**src/rtl/pc_seq_pkg.sv**
```systemverilog
// Shared types and encodings for the PC sequencer: FSM states, branch kinds,
// PC source selects and the next-PC decision helper.
package pc_seq_pkg;

  typedef enum logic [2:0] {
    ST_IDLE   = 3'd0,
    ST_FETCH  = 3'd1,
    ST_DECODE = 3'd2,
    ST_UPDATE = 3'd3,
    ST_HALTED = 3'd4
  } state_t;

  localparam logic [1:0] BR_SEQ = 2'd0;
  localparam logic [1:0] BR_ALU = 2'd1;
  localparam logic [1:0] BR_REG = 2'd2;
  localparam logic [1:0] BR_IMM = 2'd3;

  localparam logic [1:0] CS_ALU  = 2'd0;
  localparam logic [1:0] CS_REG0 = 2'd1;
  localparam logic [1:0] CS_REG1 = 2'd2;
  localparam logic [1:0] CS_IM   = 2'd3;

  localparam logic MODE_INC  = 1'b0;
  localparam logic MODE_LOAD = 1'b1;

  typedef struct packed {
    logic       mode;
    logic [1:0] cs;
  } pc_sel_t;

  // Untaken ALU branches fall back to a plain +4 increment.
  function automatic pc_sel_t decide_next_pc(input logic [1:0] kind, input logic taken);
    pc_sel_t sel;
    sel.mode = MODE_INC;
    sel.cs   = CS_ALU;
    case (kind)
      BR_ALU: sel.mode = taken ? MODE_LOAD : MODE_INC;
      BR_REG: begin
        sel.mode = MODE_LOAD;
        sel.cs   = CS_REG0;
      end
      BR_IMM: begin
        sel.mode = MODE_LOAD;
        sel.cs   = CS_IM;
      end
      default: ;
    endcase
    return sel;
  endfunction

endpackage

```
**src/rtl/pc_seq_timeout.sv**
```systemverilog
// Instruction-fetch ack watchdog: counts consecutive FETCH cycles without an
// accepted ack and raises a sticky error when the limit is hit.
module pc_seq_timeout #(
  parameter int unsigned ACK_TIMEOUT = 15
) (
  input  logic clk,
  input  logic rst,
  input  logic i_in_fetch,
  input  logic i_ack,
  output logic o_timeout,
  output logic o_fetch_err
);

  localparam logic [3:0] LIMIT = 4'(ACK_TIMEOUT);

  logic [3:0] r_cnt;
  logic       r_fetch_err;

  // Fires in the FETCH cycle that already has LIMIT ack-less cycles behind it.
  assign o_timeout   = i_in_fetch && !i_ack && (r_cnt == LIMIT);
  assign o_fetch_err = r_fetch_err;

  always_ff @(posedge clk) begin
    if (rst) begin
      r_cnt       <= 4'd0;
      r_fetch_err <= 1'b0;
    end else begin
      if (!i_in_fetch || i_ack) begin
        r_cnt <= 4'd0;
      end else if (r_cnt != LIMIT) begin
        r_cnt <= r_cnt + 4'd1;
      end
      if (o_timeout) begin
        r_fetch_err <= 1'b1;
      end
    end
  end

endmodule

```
**src/rtl/pc_seq_ctrl.sv**
```systemverilog
// Multicycle PC sequencer (IDLE/FETCH/DECODE/UPDATE/HALTED), all outputs registered.
// Optional trap entry through Reg1 is built when PC_SEQ_TRAP_EN is defined.
module pc_seq_ctrl
  import pc_seq_pkg::*;
#(
  parameter int unsigned ACK_TIMEOUT = 15
) (
  input  logic       clk,
  input  logic       rst,
  input  logic       start,
  output logic       imem_req,
  input  logic       imem_ack,
  input  logic       dec_valid,
  input  logic [1:0] br_kind,
  input  logic       br_taken,
  input  logic       halt,
  output logic [1:0] pc_cs,
  output logic       pc_mode,
  output logic       pc_en,
  output logic       busy,
  output logic       halted,
  output logic       fetch_err
`ifdef PC_SEQ_TRAP_EN
  ,
  input  logic       trap_req,
  output logic       trap_ack
`endif
);

  state_t     r_state;
  logic       r_imem_req;
  logic [1:0] r_pc_cs;
  logic       r_pc_mode;
  logic       r_pc_en;
  logic       r_busy;
  logic       r_halted;
`ifdef PC_SEQ_TRAP_EN
  logic       r_trap_ack;
  logic       r_trap_pend;
`endif

  logic    w_in_fetch;
  logic    w_ack;
  logic    w_timeout;
  logic    w_fetch_err;
  pc_sel_t w_sel;

  // An ack only counts as the answer to a request that is actually on the bus.
  assign w_in_fetch = (r_state == ST_FETCH);
  assign w_ack      = w_in_fetch && r_imem_req && imem_ack;
  assign w_sel      = decide_next_pc(br_kind, br_taken);

  pc_seq_timeout #(
    .ACK_TIMEOUT(ACK_TIMEOUT)
  ) u_timeout (
    .clk        (clk),
    .rst        (rst),
    .i_in_fetch (w_in_fetch),
    .i_ack      (w_ack),
    .o_timeout  (w_timeout),
    .o_fetch_err(w_fetch_err)
  );

  always_ff @(posedge clk) begin
    if (rst) begin
      r_state    <= ST_IDLE;
      r_imem_req <= 1'b0;
      r_pc_cs    <= CS_ALU;
      r_pc_mode  <= MODE_INC;
      r_pc_en    <= 1'b0;
      r_busy     <= 1'b0;
      r_halted   <= 1'b0;
`ifdef PC_SEQ_TRAP_EN
      r_trap_ack  <= 1'b0;
      r_trap_pend <= 1'b0;
`endif
    end else begin
      r_pc_en <= 1'b0;
`ifdef PC_SEQ_TRAP_EN
      r_trap_ack <= 1'b0;
      if (trap_req) begin
        r_trap_pend <= 1'b1;
      end
`endif
      case (r_state)
        ST_IDLE: begin
          if (start) begin
            r_state <= ST_FETCH;
            r_busy  <= 1'b1;
          end
        end
        ST_FETCH: begin
          if (w_ack) begin
            r_imem_req <= 1'b0;
            r_state    <= ST_DECODE;
          end else if (w_timeout) begin
            r_imem_req <= 1'b0;
            r_busy     <= 1'b0;
            r_halted   <= 1'b1;
            r_state    <= ST_HALTED;
          end else begin
            r_imem_req <= 1'b1;
          end
        end
        ST_DECODE: begin
`ifdef PC_SEQ_TRAP_EN
          if (trap_req || r_trap_pend) begin
            r_trap_pend <= 1'b0;
            r_trap_ack  <= 1'b1;
            r_pc_en     <= 1'b1;
            r_pc_cs     <= CS_REG1;
            r_pc_mode   <= MODE_LOAD;
            r_state     <= ST_UPDATE;
          end else
`endif
          if (dec_valid) begin
            if (halt) begin
              r_busy   <= 1'b0;
              r_halted <= 1'b1;
              r_state  <= ST_HALTED;
            end else begin
              r_pc_en   <= 1'b1;
              r_pc_cs   <= w_sel.cs;
              r_pc_mode <= w_sel.mode;
              r_state   <= ST_UPDATE;
            end
          end
        end
        ST_UPDATE: r_state <= ST_FETCH;
        ST_HALTED: r_state <= ST_HALTED;
        default:   r_state <= ST_IDLE;
      endcase
    end
  end

  assign imem_req  = r_imem_req;
  assign pc_cs     = r_pc_cs;
  assign pc_mode   = r_pc_mode;
  assign pc_en     = r_pc_en;
  assign busy      = r_busy;
  assign halted    = r_halted;
  assign fetch_err = w_fetch_err;
`ifdef PC_SEQ_TRAP_EN
  assign trap_ack  = r_trap_ack;
`endif

endmodule

```
**config.mk**
```make
export PLATFORM = sky130hd
export DESIGN_NAME = pc_seq_ctrl
export DESIGN_NICKNAME = d
export VERILOG_FILES = /design/src/rtl/pc_seq_pkg.sv /design/src/rtl/pc_seq_timeout.sv /design/src/rtl/pc_seq_ctrl.sv
export SDC_FILE = /design/constraint.sdc
export NUM_CORES = 1
export LEC_CHECK = 0
export ABC_AREA = 1
export CAP_MARGIN = 0
export CORE_MARGIN = 2
export CORE_UTILIZATION = 47
export CTS_CLUSTER_DIAMETER = 30
export DETAILED_ROUTE_END_ITERATION = 10
export PLACE_DENSITY = 0.76
export SLEW_MARGIN = 0
export SYNTH_ARGS = -nofsm -noshare
export SYNTH_HDL_FRONTEND = slang
export SYNTH_SLANG_ARGS = --single-unit
```
**constraint.sdc**
```tcl
create_clock -name clk -period 1.28 [get_ports clk]
set_input_delay 0.192 -clock clk [delete_from_list [all_inputs] [get_ports clk]]
set_output_delay 0.192 -clock clk [all_outputs]
set_load 0.05 [all_outputs]
```
======== Word-level counts from Yosys, hierarchy flattened ========
Cells that the tools add are included.
word-level totals
  register bits after elaboration ......... 15
  input port bits ......................... 9
  logic and storage cells ................. 68
operators by class
  add/sub/neg operators ................... 1
  equality and inequality tests ........... 15
  multiplexer cells ....................... 23
  bitwise logic cells ..................... 3
  reduce and logical (&&, ||, !) cells .... 17
operators by type and width
  cell                   number
  $mux W3                5
  $pmux W3 S5            1
  $mux W1                13
  $ne A2 B2 Y1 const B   5
  $eq A3 B2 Y1 const B   2
  $reduce_and A3 Y1      2
  $reduce_and A6 Y1      1
  $reduce_and A5 Y1      1
  $add A4 B1 Y4 const B  1
  $eq A2 B2 Y1 const B   2
  $eq A4 B4 Y1 const B   1
  $logic_and A1 B1 Y1    4
  $ne A4 B4 Y1 const B   1
  $pmux W1 S2            2
  $pmux W2 S2            1
  $reduce_or A2 Y1       2
  $eq A3 B1 Y1 const B   1
  $eq A3 B3 Y1 const B   1
  $logic_not A3 Y1       1
  $ne A3 B3 Y1 const B   1
  $not A1 Y1             3
  $pmux W1 S3            1
  $reduce_bool A3 Y1     1
  $reduce_or A3 Y1       1
  4 further kinds        5

======== Logic depth before layout (Yosys ltp) ========
  word-level depth ........................ 9
  mapped depth ............................ 9
  depth with buffers taken out ............ 8

======== Modules after synthesis ========
Synthesis repeated with hierarchy kept, for this count alone.
second synthesis, totals
  cells, all modules ...................... 112
  area total of the unflattened synthesis .. 783.3 µm²
by module, submodules not included
  module          times used  cells an instance  area each (µm²)
  pc_seq_ctrl     1           78                 536.8
  pc_seq_timeout  1           34                 246.5

======== Worst setup path before layout ========
Ideal clock, no wire load.
  path kind ............................... flip-flop to flip-flop
  start ................................... reg r_imem_req (netlist: imem_req)
  end ..................................... reg r_busy (netlist: busy)
  setup time .............................. 113 ps
  arrival time ............................ 1,194 ps
  required time ........................... 1,167 ps
  slack ................................... -27 ps
  cell stages (with the launch flop) ...... 8
  buffers on the path ..................... 0
  period minus slack after synthesis ...... 1,307 ps
  cells stage by stage .................... dfxtp_1 > nand2_1 > inv_1 > o21ai_0 > nand2_1 > nor2_1 > nor2_1 > nor2_1
between the ends
  cells in the longest elaborated chain, start to end .. 7
  elaborated cells between the ends (all ways) .. 8
  those cells by class .................... eq/ne (2); reduce/logical (6)
ends and longest elaborated chain
  what                                   RTL line              RTL
  from (decl)                            pc_seq_ctrl.sv:31     logic r_imem_req;
  from (signal assigned)                 pc_seq_ctrl.sv:67     r_imem_req <= 1'b0;
  from (signal assigned)                 pc_seq_ctrl.sv:94     r_imem_req <= 1'b0;
  from (signal assigned)                 pc_seq_ctrl.sv:97     r_imem_req <= 1'b0;
  $logic_and A1 B1 Y1 (*) (2 in series)  pc_seq_ctrl.sv:50     assign w_ack = w_in_fetch && r_imem_req && imem_ack;
  $logic_not A1 Y1                       pc_seq_timeout.sv:20  assign o_timeout = i_in_fetch && !i_ack && (r_cnt == LIMIT);
  $logic_and A1 B1 Y1 (2 in series)      pc_seq_timeout.sv:20
  $ne A2 B2 Y1 (no line)                 -
  $reduce_and A6 Y1 (no line) (*)        -
  to (signal assigned)                   pc_seq_ctrl.sv:71     r_busy <= 1'b0;
  to (signal assigned)                   pc_seq_ctrl.sv:89     r_busy <= 1'b1;
  to (signal assigned)                   pc_seq_ctrl.sv:98     r_busy <= 1'b0;
  to (decl)                              pc_seq_ctrl.sv:35     logic r_busy;
Mark *: on every way between the ends. The rest lies on a longest branch, timed or not.
A chain may end at the register's enable or synchronous reset.

======== Worst setup path after layout ========
  start ................................... reg u_timeout.r_cnt[1]
  end ..................................... reg u_timeout.r_cnt[0]
between the ends
  cells in the longest elaborated chain, start to end .. 1
ends and longest elaborated chain
  what                    RTL line              RTL
  from (decl)             pc_seq_timeout.sv:16  logic [3:0] r_cnt;
  from (signal assigned)  pc_seq_timeout.sv:31  r_cnt <= r_cnt + 4'd1;
  $ne A4 B4 Y1            pc_seq_timeout.sv:30  end else if (r_cnt != LIMIT) begin
Every way passes these cells.

==> flow_metrics.py <==
metrics = {
    "power_and_ir_drop": {
        "p_per_area_mw_per_mm2": 1626,
        "power_mw": 1.709,
        "p_leak_nw": 0.4568,
        "max-vdd-ir-drop_mv": 1.165,
    },
    "cells_and_area": {
        "antenna_cells": 0,
        "final_layout_size_suffix_gt1_frac": 0.2783,
        "finalCoreUtilization": 0.7143,
        "flow.area_growth_from_synthesis_pct": 44.83,
        "final_nets": 126,
    },
    "placement": {
        "dp_slack_ns": -0.03297,
        "buffer_ports.inserted": 16,
        "dp.final_hpwl_um": 1122,
        "gp_routability_congestion": 0.8460,
    },
    "logic_synthesis": {
        "synth_edf_count": 0,
        "synth_largest_type_area_fraction": 0.4138,
        "syn-cell-area_um2": 725.7,
        "dominantRegCellSynth": "sky130_fd_sc_hd__dfxtp_1",
        "synth.lib_cells_used.distinct": 19,
        "ys.warnings.count": 0,
        "synthTopCellsByArea": "sky130_fd_sc_hd__dfxtp_1, sky130_fd_sc_hd__nand2_1, sky130_fd_sc_hd__a21oi_1",
        "syn_area_per_cell_um2": 7.975,
        "post_synth_inst_count": 91,
        "library_cell_occupying_the_most_area_in_the_post_synthesis_netlist": "sky130_fd_sc_hd__dfxtp_1",
        "post_synthesis_net_count": 101,
        "ffs_latches_synth": 15,
        "synth_most_common_cell": "sky130_fd_sc_hd__nand2_1",
        "async_reset_ff_frac": 0,
        "seq_area_frac_synth": 0.4138,
        "synth_commonest_cells": "sky130_fd_sc_hd__nand2_1, sky130_fd_sc_hd__dfxtp_1, sky130_fd_sc_hd__a21oi_1",
    },
    "critical_path": {
        "timing.critical_path.slowest_cell_delay_ns": 0.36,
        "cp_max_fo": 4,
        "critPathLaunch": "u_timeout.r_cnt[1]",
        "cp.buffers_inverters": 1,
        "critical_path.startpoint_type": "register",
        "worst_path_dominant_cell_family": "flip-flops",
        "worstPathCellList": "ha_2 > nand3_2 > buf_4 > xnor2_1 > nor2_1",
        "crit_required_ns": 1.46,
        "crit_path_top_delay_cell": "sky130_fd_sc_hd__dfxtp_2",
        "crit_arrival_ns": 1.33,
        "crit_path_end_kind": "register",
        "timing.reg2reg.setup_slack_ns": 0.12,
        "path_class": "reg -> reg",
        "regToRegStartpoint": "u_timeout.r_cnt[1]",
    },
    "detailed_routing": {
        "detail_route.first_pass.iterations": 6,
        "ant_nets": 0,
        "detailroute.via_count": 645,
        "dr.first_iter.drc_count": 17,
        "detail_route.drc_violations": 0,
        "wl_per_cell_um": 10.69,
        "avgViaCountPerCell": 4.924,
        "finalWirelength_um": 1401,
    },
    "sta": {
        "totalNegativeSetupSlack_ns": 0,
        "post-route-min-period_ns": 1.158,
        "clock-skew-final_ns": 0.006041,
        "grt_setup_unrepaired": "false",
        "timing.max_slew.rel_slack": 0.8502,
        "finalCritPeriodShare": 0.9047,
        "final-setup-viol-count": 0,
        "final_critical_path_setup_slack_ns": 0.1220,
        "tightest_slew_ns": 0.2244,
        "max_clock_freq_ghz": 0.8636,
        "drv_slew": 0,
        "finalHoldViolations": 0,
        "worst_hold_slack_ns": 0.4958,
    },
    "floorplan": {
        "dieArea_mm2": 0.001874,
        "initial_core_util": 0.4932,
        "top_level_ports": 17,
        "fp-row-count": 14,
        "die_x_um": 43.30,
        "die_h_um": 43.30,
        "floorplan.core_area_mm2": 0.001471,
    },
    "global_route": {
        "grt_start_max_net_pins": 10,
        "global_route.overflow_total": 0,
        "grt_antenna_before_repair": 0,
        "grt_pass1_vias": 603,
        "global_route.usage.total": 0.1697,
        "global_route_wire_length_before_repair_um": 2408,
    },
    "hold_path": {
        "worstHoldPathType": "reg -> reg",
        "min_from": "u_timeout.r_cnt[1]",
    },
    "clock_network": {
        "worstSkewPairLatency_ns": 0.28,
        "tritoncts.num_buffers": 3,
        "cts-root-buf": "sky130_fd_sc_hd__clkbuf_4",
        "numClockSinks": 15,
        "htree_num_levels": 1,
        "maximum_buffer_depth_of_the_clock_tree": 2,
        "ctsHoldBuffers": 0,
        "clk_transition_reported_paths_ns": 0.09,
        "tritoncts": "built",
    },
    "status": {
        "status": "complete, no violations",
    },
    "job": {
        "drv_cap": 0,
    },
}
==> area by class of cell <==
class / instances / area (um^2)
Clock buffer: 3 / 22.52
Fill cell: 119 / 420.4
Sequential cell: 15 / 305.3
Timing Repair Buffer: 21 / 277.8
Tap cell: 16 / 20.02
Inverter: 11 / 41.29
Multi-Input combinational cell: 64 / 379.1
Clock inverter: 1 / 5.005
==> logic make-up after synthesis <==
logic type	synth area share
compound gates	0.1069
xor+xnor	0.03621
fa+ha+maj	0.01724
buf+inv	0.06725
flops	0.4138
simple gates	0.3586
==> report_power, final <==
part | internal, mW | switching [mW]
Sequential | 0.552 | 0.108
Combinational | 0.354 | 0.423
Clock | 0.116 | 0.156
==> worst paths after layout <==
path / to / cells past startpoint
worst max-delay path: u_timeout.r_cnt[0] / 5
worst min-delay path: u_timeout.r_cnt[1] / 2
worst max register to register: u_timeout.r_cnt[0] / 5
worst min register to register: u_timeout.r_cnt[1] / 2
==> through the flow <==
step,cell area (um^2),std cells
6_report,1051,131
5_1_grt,1051,131
4_1_cts,1045,131
3_5_place_dp,1017,127
3_3_place_gp,1017,127
2_1_floorplan,726.9,91
==> placed cells by master (no fill, tap or decap), drive strengths merged <==
| cell | Yosys | layout |
|---|---|---|
| o21ai | 3 | 3 |
| o211ai | 1 | 1 |
| a21oi | 11 | 11 |
| buf | 1 | 13 |
| nor2 | 13 | 13 |
| ha | 1 | 1 |
| clkdlybuf4s50 | 0 | 8 |
| nand4 | 1 | 1 |
| dfxtp | 15 | 15 |
| nand3 | 12 | 12 |
| nand2 | 18 | 18 |
| clkinv | 0 | 1 |
| xnor2 | 3 | 3 |
| inv | 11 | 11 |
| clkbuf | 0 | 3 |
| nand3b | 1 | 1 |
==> flip-flops by register name, summed over array words and instances, names as in the netlist <==
| name | cells |
|---|---|
| busy | 1 |
| u_timeout.r_cnt | 4 |
| pc_mode | 1 |
| r_state | 3 |
| pc_en | 1 |
| u_timeout.o_fetch_err | 1 |
| pc_cs | 2 |
| imem_req | 1 |
| halted | 1 |
==> layer usage <==
layer,GRT usage,vias to the layer above,part of all wire
met5,0,-,0
met4,0.03636,0,0.0064
met3,0.06383,2,0.052
met2,0.2597,12,0.47
met1,0.2266,290,0.47
li1,-,341,-
==> worst min-delay path: stages (launching register included) <==
cell and delay (ns):
sky130_fd_sc_hd__dfxtp_2 0.34, sky130_fd_sc_hd__nand2_1 0.06, sky130_fd_sc_hd__a21oi_1 0.06
==> repair_timing <==
| action | 4_1_cts | 5_1_grt |
|---|---|---|
| setup buffers | 0 | 0 |
| setup endpoints to repair | 0 | 5 |
| gates resized for setup | 0 | 5 |
No activity file was read; power rests on OpenSTA's default activity.
